## src/rtl/seq_pkg.sv

```systemverilog
// Shared state encoding and default entry width for the sequence entry controller.
package seq_pkg;

  localparam int DAT_W_DEF = 4;

  typedef enum logic [1:0] {
    IDLE   = 2'd0,
    ENTRY  = 2'd1,
    REPLAY = 2'd2,
    DONE   = 2'd3
  } state_t;

endpackage

```

## src/rtl/nib_shift_buf.sv

```systemverilog
// DEPTH x DAT_W shift buffer, entry 0 newest; load shifts up, clear zeroes all entries.
// Indexed read port is combinational; flat view is the raw register contents.
module nib_shift_buf
  import seq_pkg::*;
#(
  parameter int DEPTH = 8,
  parameter int DAT_W = DAT_W_DEF,
  parameter int IDX_W = $clog2(DEPTH)
) (
  input  logic                   clk,
  input  logic                   rst,
  input  logic                   load,
  input  logic                   clr,
  input  logic [DAT_W-1:0]       din,
  input  logic [IDX_W-1:0]       rd_idx,
  output logic [DAT_W-1:0]       rd_dat,
  output logic [DAT_W*DEPTH-1:0] flat
);

  logic [DAT_W-1:0] ent [DEPTH];

  // clr together with load leaves din as the only non-zero entry
  always_ff @(posedge clk) begin
    if (rst) begin
      for (int i = 0; i < DEPTH; i++) ent[i] <= '0;
    end else if (load) begin
      ent[0] <= din;
      for (int i = 1; i < DEPTH; i++) ent[i] <= clr ? '0 : ent[i-1];
    end else if (clr) begin
      for (int i = 0; i < DEPTH; i++) ent[i] <= '0;
    end
  end

  assign rd_dat = ent[rd_idx];

  always_comb begin
    flat = '0;
    for (int i = 0; i < DEPTH; i++) flat[i*DAT_W +: DAT_W] = ent[i];
  end

endmodule

```

## src/rtl/seq_entry_ctrl.sv

```systemverilog
// Collects switch nibbles into a display buffer and replays them oldest-first to the analyzer.
// ANA_CE follows the GAP-th pacing tick by one cycle; display follows ADD by one cycle.
module seq_entry_ctrl
  import seq_pkg::*;
#(
  parameter int DEPTH = 8,
  parameter int DAT_W = DAT_W_DEF,
  parameter int GAP   = 1
) (
  input  logic                   CLK,
  input  logic                   RST,
  input  logic                   TICK,
  input  logic                   BTN_ADD,
  input  logic                   BTN_RUN,
  input  logic [DAT_W-1:0]       DAT_IN,
  output logic                   ANA_CE,
  output logic [DAT_W-1:0]       ANA_DAT,
  output logic [DAT_W*DEPTH-1:0] HEX_OUT,
  output logic [DEPTH-1:0]       BLANK,
  output logic [3:0]             COUNT,
  output logic                   BUSY,
  output logic                   DONE_P,
  output logic                   FULL_ERR
);

  localparam int IDX_W = $clog2(DEPTH);

  state_t            state, state_nxt;
  logic [3:0]        count, count_nxt;
  logic [3:0]        tick_cnt, tick_cnt_nxt;
  logic [IDX_W-1:0]  ptr, ptr_nxt;
  logic              last, last_nxt;
  logic              buf_load, buf_clr;
  logic              ce_nxt, done_nxt, full_nxt;
  logic [DAT_W-1:0]  dat_nxt, rd_dat;

  nib_shift_buf #(.DEPTH(DEPTH), .DAT_W(DAT_W), .IDX_W(IDX_W)) u_buf (
    .clk    (CLK),
    .rst    (RST),
    .load   (buf_load),
    .clr    (buf_clr),
    .din    (DAT_IN),
    .rd_idx (ptr),
    .rd_dat (rd_dat),
    .flat   (HEX_OUT)
  );

  always_comb begin
    state_nxt    = state;
    count_nxt    = count;
    tick_cnt_nxt = tick_cnt;
    ptr_nxt      = ptr;
    last_nxt     = last;
    buf_load     = 1'b0;
    buf_clr      = 1'b0;
    ce_nxt       = 1'b0;
    done_nxt     = 1'b0;
    full_nxt     = 1'b0;
    dat_nxt      = ANA_DAT;
    case (state)
      IDLE: begin
        if (BTN_ADD) begin
          buf_load  = 1'b1;
          count_nxt = 4'd1;
          state_nxt = ENTRY;
        end
      end
      ENTRY, DONE: begin
        if (BTN_RUN) begin
          ptr_nxt      = IDX_W'(count - 4'd1);
          tick_cnt_nxt = '0;
          last_nxt     = 1'b0;
          state_nxt    = REPLAY;
        end else if (BTN_ADD && state == DONE) begin
          buf_load  = 1'b1;
          buf_clr   = 1'b1;
          count_nxt = 4'd1;
          state_nxt = ENTRY;
        end else if (BTN_ADD) begin
          if (count == 4'(DEPTH)) begin
            full_nxt = 1'b1;
          end else begin
            buf_load  = 1'b1;
            count_nxt = count + 4'd1;
          end
        end
      end
      REPLAY: begin
        // the cycle after the final pulse hands over to DONE
        if (last) begin
          last_nxt  = 1'b0;
          done_nxt  = 1'b1;
          state_nxt = DONE;
        end else if (TICK) begin
          if (tick_cnt == 4'(GAP - 1)) begin
            ce_nxt       = 1'b1;
            dat_nxt      = rd_dat;
            tick_cnt_nxt = '0;
            ptr_nxt      = ptr - IDX_W'(1);
            last_nxt     = (ptr == '0);
          end else begin
            tick_cnt_nxt = tick_cnt + 4'd1;
          end
        end
      end
      default: state_nxt = IDLE;
    endcase
  end

  always_ff @(posedge CLK) begin
    if (RST) begin
      state    <= IDLE;
      count    <= '0;
      tick_cnt <= '0;
      ptr      <= '0;
      last     <= 1'b0;
      ANA_CE   <= 1'b0;
      ANA_DAT  <= '0;
      DONE_P   <= 1'b0;
      FULL_ERR <= 1'b0;
    end else begin
      state    <= state_nxt;
      count    <= count_nxt;
      tick_cnt <= tick_cnt_nxt;
      ptr      <= ptr_nxt;
      last     <= last_nxt;
      ANA_CE   <= ce_nxt;
      ANA_DAT  <= dat_nxt;
      DONE_P   <= done_nxt;
      FULL_ERR <= full_nxt;
    end
  end

  always_comb begin
    BLANK = '1;
    for (int i = 0; i < DEPTH; i++) BLANK[i] = (4'(i) >= count);
  end

  assign COUNT = count;
  assign BUSY  = (state == REPLAY);

endmodule

```

## config.mk

```make
export PLATFORM = sky130hd
export DESIGN_NAME = seq_entry_ctrl
export DESIGN_NICKNAME = d
export VERILOG_FILES = /design/src/rtl/seq_pkg.sv /design/src/rtl/nib_shift_buf.sv /design/src/rtl/seq_entry_ctrl.sv
export SDC_FILE = /design/constraint.sdc
export NUM_CORES = 1
export LEC_CHECK = 0
export CAP_MARGIN = 10
export CORE_ASPECT_RATIO = 0.9
export CORE_UTILIZATION = 45
export DETAILED_ROUTE_END_ITERATION = 16
export PLACE_DENSITY = 0.79
export RECOVER_POWER = 50
export SLEW_MARGIN = 25
export SYNTH_ARGS = -nofsm -noshare
export SYNTH_HDL_FRONTEND = slang
export SYNTH_SLANG_ARGS = --single-unit
```

## constraint.sdc

```tcl
create_clock -name CLK -period 2.5 [get_ports CLK]
set_input_delay 0.5 -clock CLK [delete_from_list [all_inputs] [get_ports CLK]]
set_output_delay 0.5 -clock CLK [all_outputs]
set_load 0.05 [all_outputs]
```

# == Word level (Yosys, flattened, before mapping) ==
# Memories as Yosys holds them, arrays and structs flattened. A register that Yosys moved wholly into a read port is not among the register bits.
# Cells that the tools add are included.
# totals
out_inout_bits,52
input_bits,9
ramBits,32
ff_bits,17
word_cells,142
memories,1
mem_bits_ro,0
latchBits,0
# mem_list
memory,depth,width,read_ports,rd_clocked_by_memory_dff,write_ports,line_no,rtl
u_buf.ent,8,4,9,1,8,nib_shift_buf.sv:20,logic [DAT_W-1:0] ent [DEPTH];
# op_classes
shifts,0
n_mul,0
magnitude_cmp,8
eq_ne,14
n_div,0
n_reduce_logical,16
addsub,4
n_mux,70
bitwise_logic,21
# op_table
operator,n
4-bit 2-to-1 mux,32
1-bit 2-to-1 mux,24
3-bit by 4-bit >= comparator with 1-bit output (first input constant),4
1-bit OR,16
4-bit one-hot mux with 2 select lines,2
3-bit 2-to-1 mux,4
2-bit != test (second input constant),5
5-bit AND reduction,2
3-bit != test (second input constant),3
4-bit by 1-bit adder with 4-bit output (second input constant),2
1-bit by 4-bit >= comparator with 1-bit output (first input constant),2
2-bit by 4-bit >= comparator with 1-bit output (first input constant),2
2-bit 2-to-1 mux,4
4-bit AND reduction,2
2-bit one-hot mux with 3 select lines,1
3-bit one-hot mux with 2 select lines,1
3-bit by 1-bit subtractor with 3-bit output (second input constant),2
1-bit inverter,5
5-bit OR reduction,1
2-bit equality test (second input constant),2
4-bit equality test (second input constant),1
4-bit logical NOT,1
2-bit by 1-bit != test with 1-bit output (second input constant),2
1-bit one-hot mux with 2 select lines,2
9 further kinds,11

# == Logic depth before layout (Yosys ltp) ==
# Gate-level depths: netlist of the first run.
# depth
word_depth,11
ltp_mapped,9
depth_no_buf,8

# == Hierarchy ==
# A second synthesis of the first run with hierarchy kept.
# hier_totals
cells_unflattened,244
hier_area_um2,2626.3
# modules_own_cells
module,n_inst,cells_each,area_each_um2,seq_area_each_um2
nib_shift_buf,1,105,1445.1,800.8
seq_entry_ctrl,1,139,1181.1,420.4

# == Least setup slack after synthesis of the first run ==
# OpenSTA, ideal clock, no wires.
# synth_path
path_kind,reg-to-output
from,register count[1] (netlist: COUNT[1])
to,output port BLANK[2]
setup_slack_ps,-55
arrival_ps,2055
required_time_ps,2000
path_buffers,0
path_stages_with_launch,4
path_cell_list,dfxtp_1 > ha_1 > nor2_1 > nor3_1
# synth_via
elab_chain_cells,1
# synth_rtl
item,line_no,rtl
"start, declared",seq_entry_ctrl.sv:29,"logic [3:0] count, count_nxt;"
"start signal, assigned",seq_entry_ctrl.sv:123,count <= count_nxt;
2-bit by 4-bit >= comparator with 1-bit output,seq_entry_ctrl.sv:136,for (int i = 0; i < DEPTH; i++) BLANK[i] = (4'(i) >= count);
"end, declared",seq_entry_ctrl.sv:19,"output logic [DEPTH-1:0] BLANK,"
# No other way between the ends.

# == Final worst setup path of the first run ==
# layout_path
from,register count[0] (netlist: COUNT[0])
to,output port BLANK[6]
# layout_via
elab_chain_cells,1
# layout_rtl
item,line_no
3-bit by 4-bit >= comparator with 1-bit output,seq_entry_ctrl.sv:136
# No other way between the ends.

==> impl_metrics.toml, run 1 <==
[timing]
final.setup.worst_slack_ps = 175
finClkSkew_ps = 10.8
clock.fmax_ghz = 0.430
max_slew_margin_pct = 36.4
finalSetupViolations = 0
rsz0062_at_grt = "no"
max_slew.worst_pin.slew_ps = 947
finalSetupTns_ps = 0
fin_crit_sh_pct = 93.0
finalCriticalPeriod_ps = 2330
hold_viol_final = 0
slew_violations = 0
fin_hold_ws_ps = 506

[global_route]
antenna_found_initial = 0
grt_pass1_vias = 1806
grt_usage_pct = 19.5
grt_max_degree = 20
grt_pass1_wl_um = 8670
grt_overflow = 0

[drt]
avgViaCountPerCell = 5.39
drtPass1Iterations = 4
drc = 0
drtIter0Drc = 105
wirelength_um = 5350
wl_per_cell_um = 15.3
ant_nets = 0
via_count = 1888

[floorplan]
core_area_um2 = 5290
die-area_um2 = 5830
initial_core_util_pct = 47.1
io_pins = 61
die_y_um = 72.6
die_x_um = 80.4
rows = 25

[critical_path]
r2r_cells = 7
r2r-start = "COUNT[0]"
crit_arrival_ps = 1830
crit_family = "buffers and inverters"
rrSetupSlack_ps = 260
slowest_delay_ps = 480
cp_max_fo = 6
cp.depth = 5
timing.rr.end = "u_buf.ent[1][3]"
worstSetupPathType = "reg2out"
end_kind = "output pin"
path_cells = "inv_1 -> ha_1 -> nor2_1 -> a21oi_1 -> dlygate4sd2_1"
worstPathRequired_ps = 2000
cp_slowest_cell = "dfxtp_1"
crit_end = "BLANK[6]"
path_buf_inv = 2
worst_setup_path_start_kind = "flip-flop"
startpoint = "COUNT[0]"

[logic_synthesis]
synth_most_common_cell = "dfxtp_1"
synth_edf_count = 16
syn_area_per_cell_um2 = 11.2
ys_seq_elements = 53
synthXorXnorAreaFrac_pct = 1.06
synth_cell_types = 42
synth_area_um2 = 2490
synth_compound_area_share_pct = 14.6
synthAdderAreaFrac_pct = 3.02
syn_nets = 238
synth_flop_cell = "dfxtp_1"
synth_top_area_share_pct = 29.8
seq_area_frac_synth_pct = 49.1
yosys.area_share.simple_pct = 16.5
synthMuxAreaShare_pct = 9.25
synth_area_leader_cell = "dfxtp_1"
yosysWarningCount = 0
synthCells = 223
yosys-top-cells-area = "dfxtp_1 30%, edfxtp_1 19%, mux4_2 7.2%, a22o_1 5.6%, and2_1 4.5%"
ys_top_cells_by_count = "37 x dfxtp_1, 18 x and2_1, 16 x a22o_1, 16 x edfxtp_1, 16 x nor2_1"
synth_top_family_by_area = "simple AND/OR/NAND/NOR gates"
synthArstFlopShare_pct = 0

[cts]
numClockSinks = 53
path_clk_slew_ps = 110
clk_path_buf_depth = 2
root_buffer = "clkbuf_8"
cts_buffers = 5
insertion_delay_ps = 310
htreeDepth = 2
cts_tree = "done"

[placement]
io_buffers = 60
placed_cells = 342
gp_congestion = 0.775
placed_area_um2 = 3120
dpl.hpwl_um = 3920
dpl_worst_slack_ps = 185

[power]
fin_total_pwr_mw = 1.91
power.density_nw_per_um2 = 598
p_leak_nw = 1.24
peakVddDrop_mv = 0.383

[final_layout]
fillCellCount = 438
final_layout_size_suffix_gt1_share_pct = 9.54
area_growth_syn_to_layout_pct = 28.6
n_antenna_cell = 0
stdcell_area_um2 = 3200
fin_cells = 350
fin_util_pct = 60.5
fin_nets = 297

[run]
cap_violations = 0

[hold_path]
min-delay-path-class = "reg2reg"

[outcome]
status = "completed"
[cell usage in the layout (no fill, tap or decap), drive strengths merged, types with 7 or more instances in the layout]
cell type	instances
clkdlybuf4s50	20
edfxtp	16
clkbuf	8
nor2	16
nor3	9
mux4	8
a22o	16
a21oi	12
dlygate4sd3	35
nand2	7
and2	18
o21ai	8
dfxtp	37
inv	14
[worst min-delay path by stage]
stage	from	endpoint	slack, ps	cells after the start
floorplan	tick_cnt[3]	tick_cnt[3]	450	2
global route	ANA_DAT[3]	ANA_DAT[3]	530	2
finish	ANA_DAT[3]	ANA_DAT[3]	510	2
CTS	tick_cnt[1]	tick_cnt[1]	510	2
detailed placement	tick_cnt[1]	tick_cnt[1]	490	2
global placement	tick_cnt[3]	tick_cnt[3]	470	2
[what timing repair did]
item                                    4_1_cts  5_1_grt
resized for setup                             4        0
endpoints found under the setup margin        4        0
buffers inserted                              0        0
hold buffers                                  0        0
[layout make-up]
cell class                      count  area [um^2]  share of cell area (%)
Multi-Input combinational cell    142         1110                    34.6
Timing Repair Buffer               68          646                    20.2
Clock inverter                      3         28.8                   0.899
Clock buffer                        5         68.8                    2.15
Inverter                           12         45.0                    1.41
Tap cell                           67         83.8                    2.62
Sequential cell                    53         1220                    38.2
[routing by layer]
| metal | up-vias | routed length, um | share of wire (%) | track usage [%] |
|---|---|---|---|---|
| li1 | 926 | - | - | - |
| met3 | 2 | 223 | 4.2 | 3.77 |
| met5 | - | 0 | 0 | 0 |
| met1 | 918 | 2490 | 47 | 26.4 |
| met2 | 42 | 2590 | 48 | 31.8 |
| met4 | 0 | 40 | 0.75 | 5.36 |
[worst reg2reg max path: cells and delay by family, from the launching register on]
kind	cells	cell delay, ps
fa+ha+maj	1	270
flops	1	480
buf+inv	3	490
simple gates	3	880
[cell families after synthesis]
logic type / Yosys count
adder cells (fa/ha/maj): 6
XOR/XNOR: 3
buffers and inverters: 28
multiplexers: 13
AO/OA/AOI/OAI: 50
AND/OR/NAND/NOR: 70
flip-flops: 53
[power by group]
part           switching (mW)  total [mW]  internal (mW)
registers              0.0655       0.997          0.932
logic                   0.243       0.395          0.152
clock network           0.312       0.522          0.210
[registers in the layout, summed over array words and instances, names as in the netlist]
signal	flops
COUNT	4
u_buf.ent	32
state	2
ptr	3
FULL_ERR	1
ANA_CE	1
ANA_DAT	4
DONE_P	1
tick_cnt	4
last	1
Note: power is estimated with default switching activity, not from simulation.
==> inputs of run 2 (changes only) <==
- SETUP_SLACK_MARGIN: not set -> 0.02
==> results of run 2 <==
No change in the layout: final DEF, timing and power equal those of run 1.
==> inputs of run 3 (changes only) <==
- MAX_ROUTING_LAYER: not set -> met4
==> impl_metrics.toml, run 3 (same netlist as run 1, synthesis figures left out) <==
[outcome]
status = "completed"

[timing]
finalSetupTns_ps = 0
rsz0062_at_grt = "no"
fin_hold_ws_ps = 506
slew_violations = 0
hold_viol_final = 0
max_slew.worst_pin.slew_ps = 944
max_slew_margin_pct = 36.6
finClkSkew_ps = 10.4
finalSetupViolations = 0
clock.fmax_ghz = 0.430
fin_crit_sh_pct = 93.1
finalCriticalPeriod_ps = 2330

[global_route]
grt_max_degree = 20
antenna_found_initial = 0
grt_pass1_vias = 1798
use_met3_pct = 3.40
grt_overflow = 0
gr-usage-met2_pct = 31.8
grt_usage_pct = 20.1
grt_pass1_wl_um = 8680
grt_busiest_layer = "met2"
grtUsageMet1_pct = 26.8

[critical_path]
worst_setup_path_start_kind = "flip-flop"
crit_arrival_ps = 1830
r2r-start = "COUNT[0]"
r2r_cells = 7
worstSetupPathType = "reg2out"
cp_max_fo = 6
rrSetupSlack_ps = 240
worstPathRequired_ps = 2000
timing.rr.end = "u_buf.ent[2][2]"
end_kind = "output pin"

[cts]
insertion_delay_ps = 310
cts_hold_buf = 0
cts_tree = "done"
htreeDepth = 2
root_buffer = "clkbuf_8"
cts_buffers = 5
clk_path_buf_depth = 2
path_clk_slew_ps = 110
numClockSinks = 53

[run]
cap_violations = 0

[power]
switching_share_pct = 32.3
peakVddDrop_mv = 0.381
comb_power_share_pct = 20.7
p_leak_nw = 1.24
internal_power_mw = 1.29
power_frac_seq_pct = 52.2
p_clk_share_pct = 27.1
p_sw_mw = 0.616
power.density_nw_per_um2 = 597

[floorplan]
die_y_um = 72.6
initial_core_util_pct = 47.1
die_x_um = 80.4
io_pins = 61
core_area_um2 = 5290
rows = 25
die-area_um2 = 5830

[drt]
ant_nets = 0
wl_per_cell_um = 15.3
avgViaCountPerCell = 5.40
drtPass1Iterations = 4
drtIter0Drc = 125
via_count = 1889
wirelength_um = 5350
drc = 0

[placement]
io_buffers = 60
placed_area_um2 = 3120
gp_congestion = 0.786
dpl.hpwl_um = 3920

[final_layout]
largest_register_ffs = 32
final_cell_mix = "37 x dfxtp_1, 35 x dlygate4sd3_1, 20 x clkdlybuf4s50_1"
fin_util_pct = 60.5
top_register = "u_buf.ent"
final_common_cell = "dfxtp_1"
n_antenna_cell = 0
area_growth_syn_to_layout_pct = 28.6
final_layout_size_suffix_gt1_share_pct = 9.54
fin_nets = 297
stdcell_area_um2 = 3200

[hold_path]
hold_start = "ANA_DAT[3]"
min-delay-path-class = "reg2reg"
holdPathEnd = "ANA_DAT[3]"
worstHoldPathCells = 2
run 3: power by group through the flow:
stage,registers (mW),logic [mW],clock network (mW)
after global placement,1.02,0.402,0
final,0.998,0.395,0.518
after CTS,0.999,0.409,0.525
after floorplan,1.09,0.206,0
after detailed placement,1.02,0.409,0
after global routing,1.01,0.419,0.557
run 3: per-layer routing:
| layer | wire, um | vias up | part of all wire, % |
|---|---|---|---|
| met5 | 0 | - | 0 |
| met4 | 40 | 0 | 0.75 |
| met3 | 210 | 2 | 3.9 |
| met2 | 2580 | 46 | 48 |
| met1 | 2510 | 912 | 47 |
| li1 | - | 929 | - |
run 3: what timing repair did:
item	4_1_cts	5_1_grt
endpoints found under the hold margin	0	0
setup buffers	0	0
endpoints found under the setup margin	4	0
gates resized for setup	4	0
run 3: area by class of cell:
| cell class | instances | area, um^2 |
|---|---|---|
| Sequential cell | 53 | 1220 |
| Tap cell | 67 | 83.8 |
| Multi-Input combinational cell | 142 | 1110 |
| Inverter | 12 | 45.0 |
| Fill cell | 438 | 2090 |
| Clock inverter | 3 | 28.8 |
| Clock buffer | 5 | 68.8 |
| Timing Repair Buffer | 68 | 646 |
run 3: through the flow:
stage / power, mW / setup slack [ps] / cells
floorplan: 1.30 / 34.8 / 223
global placement: 1.42 / 11.6 / 341
detailed placement: 1.43 / 185 / 342
CTS: 1.93 / 172 / 350
global route: 1.98 / 44.3 / 350
finish: 1.91 / 172 / 350
run 3: how the worst max path moves through the flow:
| stage | endpoint | startpoint | slack, ps | cells past startpoint |
|---|---|---|---|---|
| floorplan | u_buf.ent[1][0] | COUNT[0] | 30 | 8 |
| global placement | u_buf.ent[2][3] | COUNT[0] | 10 | 6 |
| detailed placement | u_buf.ent[3][3] | BTN_RUN | 190 | 7 |
| CTS | BLANK[6] | COUNT[0] | 170 | 5 |
| global route | u_buf.ent[2][2] | COUNT[0] | 40 | 7 |
| finish | BLANK[6] | COUNT[0] | 170 | 5 |
run 3: critical path, cell delays in order, from the launching register on:
cell	delay, ps
dfxtp_1	480
inv_1	150
ha_1	220
nor2_1	160
a21oi_1	90
dlygate4sd2_1	440
